<file path="config.mk">
export PLATFORM = sky130hd
export DESIGN_NAME = ej32_fetch
export DESIGN_NICKNAME = d
export VERILOG_FILES = /design/src/rtl/ej32_pkg.sv /design/src/rtl/ej32_fifo.sv /design/src/rtl/ej32_fetch.sv
export SDC_FILE = /design/constraint.sdc
export NUM_CORES = 1
export LEC_CHECK = 0
export ABC_AREA = 1
export CAP_MARGIN = 20
export CORE_UTILIZATION = 30
export DETAILED_ROUTE_END_ITERATION = 16
export PLACE_DENSITY_LB_ADDON = 0.15
export SYNTH_ARGS = -nofsm -noshare
export SYNTH_HDL_FRONTEND = slang
export SYNTH_SLANG_ARGS = --single-unit
</file>
<file path="constraint.sdc">
create_clock -name clk -period 6.9 [get_ports clk]
set_input_delay 1.035 -clock clk [delete_from_list [all_inputs] [get_ports clk]]
set_output_delay 1.035 -clock clk [all_outputs]
set_load 0.005 [all_outputs]
</file>
<file path="src/rtl/ej32_pkg.sv">
// ---------------------------------------------------------------------------
// ej32_pkg
// Shared types and defaults for the eJ32 instruction fetch slice.
//   fetch_st_t          : fetch FSM state encoding (IDLE, BUSY, FLUSH)
//   FETCH_DEPTH_DEF     : default prefetch FIFO depth in bytes
//   FETCH_RST_ADDR_DEF  : default fetch address after reset
// ---------------------------------------------------------------------------
package ej32_pkg;

   typedef enum logic [1:0] {
      IDLE  = 2'd0,
      BUSY  = 2'd1,
      FLUSH = 2'd2
   } fetch_st_t;

   localparam int unsigned FETCH_DEPTH_DEF    = 4;
   localparam int unsigned FETCH_RST_ADDR_DEF = 0;

endpackage

</file>
<file path="src/rtl/ej32_fifo.sv">
// ---------------------------------------------------------------------------
// ej32_fifo
// Byte FIFO used as the eJ32 prefetch buffer.
// Ports:
//   clk    in   system clock
//   rst    in   synchronous reset, active-low
//   clr    in   synchronous clear (empties the FIFO, wins over push/pop)
//   push   in   write wdata (ignored when full)
//   pop    in   drop head byte (ignored when empty)
//   wdata  in   byte to write
//   head   out  byte at the read pointer (meaningful only when count != 0)
//   count  out  number of stored bytes, 0..DEPTH
// DEPTH must be a power of two so the pointers wrap naturally.
// ---------------------------------------------------------------------------
module ej32_fifo import ej32_pkg::*; #(
   parameter int unsigned DEPTH = FETCH_DEPTH_DEF
) (
   input  logic                     clk,
   input  logic                     rst,
   input  logic                     clr,
   input  logic                     push,
   input  logic                     pop,
   input  logic [7:0]               wdata,
   output logic [7:0]               head,
   output logic [$clog2(DEPTH):0]   count
);

   localparam int unsigned PW = $clog2(DEPTH);
   localparam int unsigned CW = PW + 1;

   logic [7:0]    mem [DEPTH];
   logic [PW-1:0] wr_ptr;
   logic [PW-1:0] rd_ptr;
   logic          do_push;
   logic          do_pop;

   assign do_push = push && (count != CW'(DEPTH)) && !clr;
   assign do_pop  = pop  && (count != '0) && !clr;
   assign head    = mem[rd_ptr];

   always_ff @(posedge clk) begin
      if (!rst || clr) begin
         wr_ptr <= '0;
         rd_ptr <= '0;
         count  <= '0;
      end else begin
         if (do_push) wr_ptr <= wr_ptr + 1'b1;
         if (do_pop)  rd_ptr <= rd_ptr + 1'b1;
         count <= count + CW'(do_push) - CW'(do_pop);
      end
   end

   // Storage carries no reset; only the pointers define what is valid.
   always_ff @(posedge clk) begin
      if (rst && do_push) mem[wr_ptr] <= wdata;
   end

endmodule

</file>
<file path="src/rtl/ej32_fetch.sv">
// ---------------------------------------------------------------------------
// ej32_fetch
// Instruction fetch / prefetch stage feeding the eJ32 decoder. Reads bytes
// from instruction memory one request at a time, buffers them in ej32_fifo
// and presents the head byte to the decoder. A BR redirect flushes the
// buffer and restarts fetching at the branch target.
// Ports:
//   clk        in   system clock
//   rst        in   synchronous reset, active-low
//   mem_req    out  read request, held until mem_ack (registered)
//   mem_addr   out  byte address of the request (registered)
//   mem_ack    in   one-cycle acknowledge, mem_rdata valid with it
//   mem_rdata  in   returned byte
//   br_ld      in   one-cycle redirect strobe
//   br_addr    in   redirect target
//   p_inc      in   decoder consumes the head byte
//   dc_en      out  head byte valid
//   data       out  head byte (holds last value while empty)
//   pc         out  address of the head byte
// Build option:
//   EJ32_FETCH_BYPASS_EN  when defined, an ack arriving while the FIFO is
//                         empty is forwarded to data/dc_en in the same cycle.
// ---------------------------------------------------------------------------
module ej32_fetch import ej32_pkg::*; #(
   parameter int unsigned AW       = 17,
   parameter int unsigned DEPTH    = FETCH_DEPTH_DEF,
   parameter int unsigned RST_ADDR = FETCH_RST_ADDR_DEF
) (
   input  logic          clk,
   input  logic          rst,
   output logic          mem_req,
   output logic [AW-1:0] mem_addr,
   input  logic          mem_ack,
   input  logic [7:0]    mem_rdata,
   input  logic          br_ld,
   input  logic [AW-1:0] br_addr,
   input  logic          p_inc,
   output logic          dc_en,
   output logic [7:0]    data,
   output logic [AW-1:0] pc
);

   localparam int unsigned   CW    = $clog2(DEPTH) + 1;
   localparam logic [AW-1:0] RST_A = AW'(RST_ADDR);

   fetch_st_t     st;
   fetch_st_t     st_nxt;
   logic [AW-1:0] fa;
   logic [AW-1:0] fa_nxt;
   logic [AW-1:0] pc_nxt;
   logic [CW-1:0] count;
   logic [CW-1:0] count_nxt;
   logic [7:0]    head;
   logic [7:0]    data_hold;
   logic          fifo_empty;
   logic          ack_ok;
   logic          byp;
   logic          pop;
   logic          push;
   logic          fifo_pop;
   logic          room;

   ej32_fifo #(
      .DEPTH (DEPTH)
   ) u_fifo (
      .clk   (clk),
      .rst   (rst),
      .clr   (br_ld),
      .push  (push),
      .pop   (fifo_pop),
      .wdata (mem_rdata),
      .head  (head),
      .count (count)
   );

   assign fifo_empty = (count == '0);

   // An ack is only useful in BUSY; a same-cycle redirect makes it stale.
   assign ack_ok = (st == BUSY) && mem_ack && !br_ld;

`ifdef EJ32_FETCH_BYPASS_EN
   assign byp = fifo_empty && ack_ok;
`else
   assign byp = 1'b0;
`endif

   assign dc_en    = !fifo_empty || byp;
   assign pop      = p_inc && dc_en && !br_ld;
   // A bypassed byte that the decoder takes right away never enters the FIFO.
   assign push     = ack_ok && !(byp && pop);
   assign fifo_pop = pop && !byp;

   always_comb begin
      data = data_hold;
      if (byp)              data = mem_rdata;
      else if (!fifo_empty) data = head;
   end

   always_comb begin
      count_nxt = count + CW'(push) - CW'(fifo_pop);
      if (br_ld) count_nxt = '0;
      // After this cycle no request is outstanding in the states that test
      // room, so a new one fits if the occupancy stays below DEPTH.
      room = (count_nxt < CW'(DEPTH));
   end

   always_comb begin
      st_nxt = st;
      fa_nxt = fa;
      pc_nxt = pc;

      if (br_ld)       fa_nxt = br_addr;
      else if (ack_ok) fa_nxt = fa + 1'b1;

      if (br_ld)    pc_nxt = br_addr;
      else if (pop) pc_nxt = pc + 1'b1;

      case (st)
         IDLE: begin
            if (br_ld || room) st_nxt = BUSY;
         end
         BUSY: begin
            if (br_ld)        st_nxt = mem_ack ? BUSY : FLUSH;
            else if (mem_ack) st_nxt = room ? BUSY : IDLE;
         end
         FLUSH: begin
            // The stale request must complete before the target is fetched;
            // a further redirect here only retargets fa.
            if (mem_ack) st_nxt = BUSY;
         end
         default: st_nxt = IDLE;
      endcase
   end

   always_ff @(posedge clk) begin
      if (!rst) begin
         st        <= IDLE;
         fa        <= RST_A;
         pc        <= RST_A;
         mem_req   <= 1'b0;
         mem_addr  <= RST_A;
         data_hold <= 8'h00;
      end else begin
         st        <= st_nxt;
         fa        <= fa_nxt;
         pc        <= pc_nxt;
         mem_req   <= (st_nxt != IDLE);
         // In FLUSH the old request is still on the bus; keep its address.
         if (st_nxt != FLUSH) mem_addr <= fa_nxt;
         data_hold <= data;
      end
   end

endmodule

</file>
==> metrics.md <==
| Metric | Value |
|---|---|
| Synthesized area | 4910 sq um |
| Power per cell area | 218 nW/um^2 |
| Avg WL per Cell | 14.0 um |
| Fin crit period | 3570 ps |
| Worst clock skew | 6.85 ps |
| Post-synthesis cell type count | 44 |
| Layout cells sized above 1 | 6.56% |
| Reg2reg start | u_fifo.count[1]$_SDFF_PP0_ |
| Worst-path clk slew | 70 ps |
| M1 wire length | 6490 um |
| Initial core utilization | 30.8% |
| Final Hold Fails | 0 |
| Clock Tree Root | clkbuf_16 |
| Crit-path max FO | 17 |
| Placed Cells | 886 |
| IO buf count | 73 |
| R2R depth | 13 |
| DRT iter0 DRCs | 267 |
| Post_cts resized | 0 |
| IO Pins | 74 |
| Metal3 WL | 546 um |
| Setup TNS | 0 ps |
| Seq cells post-synth | 103 |
| Fin crit share | 51.8% |
| Worst setup margin | 3330 ps |
| Number of global-route vias before repair | 3,919 |
| Synth Area per Inst | 8.00 sq um |
| Hpwl dp | 9170 um |
| Critical Path Start Type | flop |
| DR DRC count | 0 |
| Hold Crit Class | flop to flop |
| Tot GR Track Use | 15.6% |
| Mapped Nets | 655 |
| Sequential Area | 2380 sq um |
| Critical Path End | data[7] |
| Htree depth | 3 |
| Post-synth EDFFs | 32 |
| Total die area | 16,900 sq um |
| # setup viols final | 0 |
| First-pass GRT wire length | 19,800 um |
| Final std cells w/o fill | 902 |
| Initial antenna violation count | 0 |
| Die H | 130 um |
| Routed WL | 12,600 um |
| Drt first pass iters | 4 |
| Diode count | 0 |
| Synth-to-Final Area Change | 24.5% |
| Critical path class | flop to primary output |
| # rows | 46 |
| Post-synthesis async set-or-reset flop share | 0% |
| Critical path endpoint category | primary output |
| Final net count | 722 |
| Via count | 4,190 |
| Total CTS buffers | 9 |
| Count of pins over their slew limit | 0 |
| Sequential element share of the synthesized area | 48.5% |
| Slew HR | 38.3% |
| Worst-Margin Slew | 923 ps |
| Status | complete, no violations |
| Highest metal used | met4 |
| Final RePlAce weighted congestion | 0.838 |
| Top cell type by total area after synthesis | dfxtp_1 |
| Max Fclk | 0.280 GHz |
| Commonest cells post-synth | 148 x nand2_1, 73 x inv_1, 71 x dfxtp_1, 67 x nor2_1, 44 x nand3_1 |
| Gr ovfl total | 0 |
| Core area | 15,900 sq um |
| Hold Path Depth | 2 |
| Synth top area share | 28.9% |
| Synth Flop Type | dfxtp_1 |
| Mapped Cells | 614 |
| Most common cell in the netlist | nand2_1 |
| Worst vdd ir | 0.123 mV |
| Die X | 130 um |
| Hold_buf cts | 0 |
| P_leak | 2.44 nW |
| RSZ-0062 raised after global routing | no |
| Critical Path AT | 2540 ps |
| CTS tree | done |
| Antenna-violating nets left | 0 |
| Routed vias/inst | 4.65 |
| Clk Latency, worst-skew pair | 350 ps |
| R2r endpoint | u_fifo.count[2]$_SDFF_PP0_ |
| Worst EP required | 5860 ps |
| Layout fillers | 1,667 |
| Top post-synthesis cells by area | dfxtp_1 29%, edfxtp_1 20%, nand2_1 11% |
| Clock Tree Buf Depth | 2 |
| Worst R2R Setup Slack | 4350 ps |
| Synthesis Warnings | 0 |
| Max cap viols | 0 |
| Post-CTS Setup Bufs | 0 |
| WL met2 | 5430 um |
| Setup WS pre-CTS | 3080 ps |
| Largest net degree at the start of global routing | 38 |
| Clk sinks | 103 |
| Multi-input logic area | 2140 sq um |
-- per-layer routing --
metal,up-vias,track usage [%]
met1,1946,21.9
met3,11,3.61
met2,82,24.0
met4,0,4.31
li1,2151,-
met5,-,0
-- flip-flops by register name, indices dropped and copies added, names as in the netlist, named ones only --
register and flops:
u_fifo.count 3, data_hold 8, mem_addr 17, u_fifo.rd_ptr 2, mem_req 1, pc 17
st 2, u_fifo.wr_ptr 2, u_fifo.mem 32, fa 17
-- where the power goes --
part	internal [mW]	switching (mW)	leakage [nW]
Combinational	0.0788	0.0826	1.43
Sequential	0.651	0.0234	0.871
Clock	0.252	0.243	0.139
-- worst min path at each step --
stage                                        startpoint                            end
after global routing            data_hold[2]$_SDFF_PN0_        data_hold[2]$_SDFF_PN0_
after floorplan           u_fifo.rd_ptr[1]$_SDFFE_PP0P_                           flop
after CTS                       data_hold[6]$_SDFF_PN0_        data_hold[6]$_SDFF_PN0_
final                           data_hold[2]$_SDFF_PN0_        data_hold[2]$_SDFF_PN0_
after detailed placement        data_hold[6]$_SDFF_PN0_        data_hold[6]$_SDFF_PN0_
after global placement    u_fifo.rd_ptr[1]$_SDFFE_PP0P_  u_fifo.rd_ptr[1]$_SDFFE_PP0P_
-- kinds of logic (layout without fill, tap and decap cells) --
logic type	count (synthesis)	in the layout	synth area share, %
AO/OA/AOI/OAI	101	101	12.4
XOR/XNOR	10	10	1.78
adder cells (fa/ha/maj)	11	11	2.95
buffers and inverters	97	169	8.00
flip-flops	103	103	48.5
AND/OR/NAND/NOR	292	292	26.4
-- layout by cell type (no fill, tap or decap), types with 2 or more instances in the layout --
master,n
nand2_1,148
inv_1,73
clkdlybuf4s50_1,73
dfxtp_1,71
nor2_1,67
nand3_1,44
edfxtp_1,32
o21ai_0,30
a21oi_1,29
a31oi_1,10
ha_1,10
nand4_1,9
clkbuf_16,9
o32ai_1,8
xor2_1,6
a21oi_2,5
or2_2,4
xnor2_1,4
nor2_2,4
o21bai_1,4
o22ai_1,4
o211ai_1,4
inv_6,4
inv_2,3
nand3b_1,3
nor3_1,3
nor2_8,2
nand2_2,2
o21ai_1,2
o31ai_1,2
buf_4,2
-- area by class of cell --
cell class,instances,area share (%)
clock buffer,9,3.68
multi-input combinational,414,34.9
sequential,103,39.0
tap,216,4.42
inverter,78,4.83
timing repair buffer,75,12.2
clock inverter,7,0.982
-- critical path, stage by stage, from the launching register on --
cell	delay (ps)
dfxtp_1	480
inv_1	470
nor2_1	100
o32ai_1	400
nand2_1	140
nand2_1	90
clkdlybuf4s50_1	500
-- through the flow --
stage	util, %	power [mW]	hold slack, ps	cell area (sq um)
final	38.4	1.33	471	6120
after global routing	38.4	1.39	495	6120
after CTS	38.4	1.35	474	6120
after detailed placement	36.6	0.850	462	5830
after global placement	36.6	0.849	453	5830
after floorplan	-	0.765	436	4910
Power figures use the tool's default switching activity.
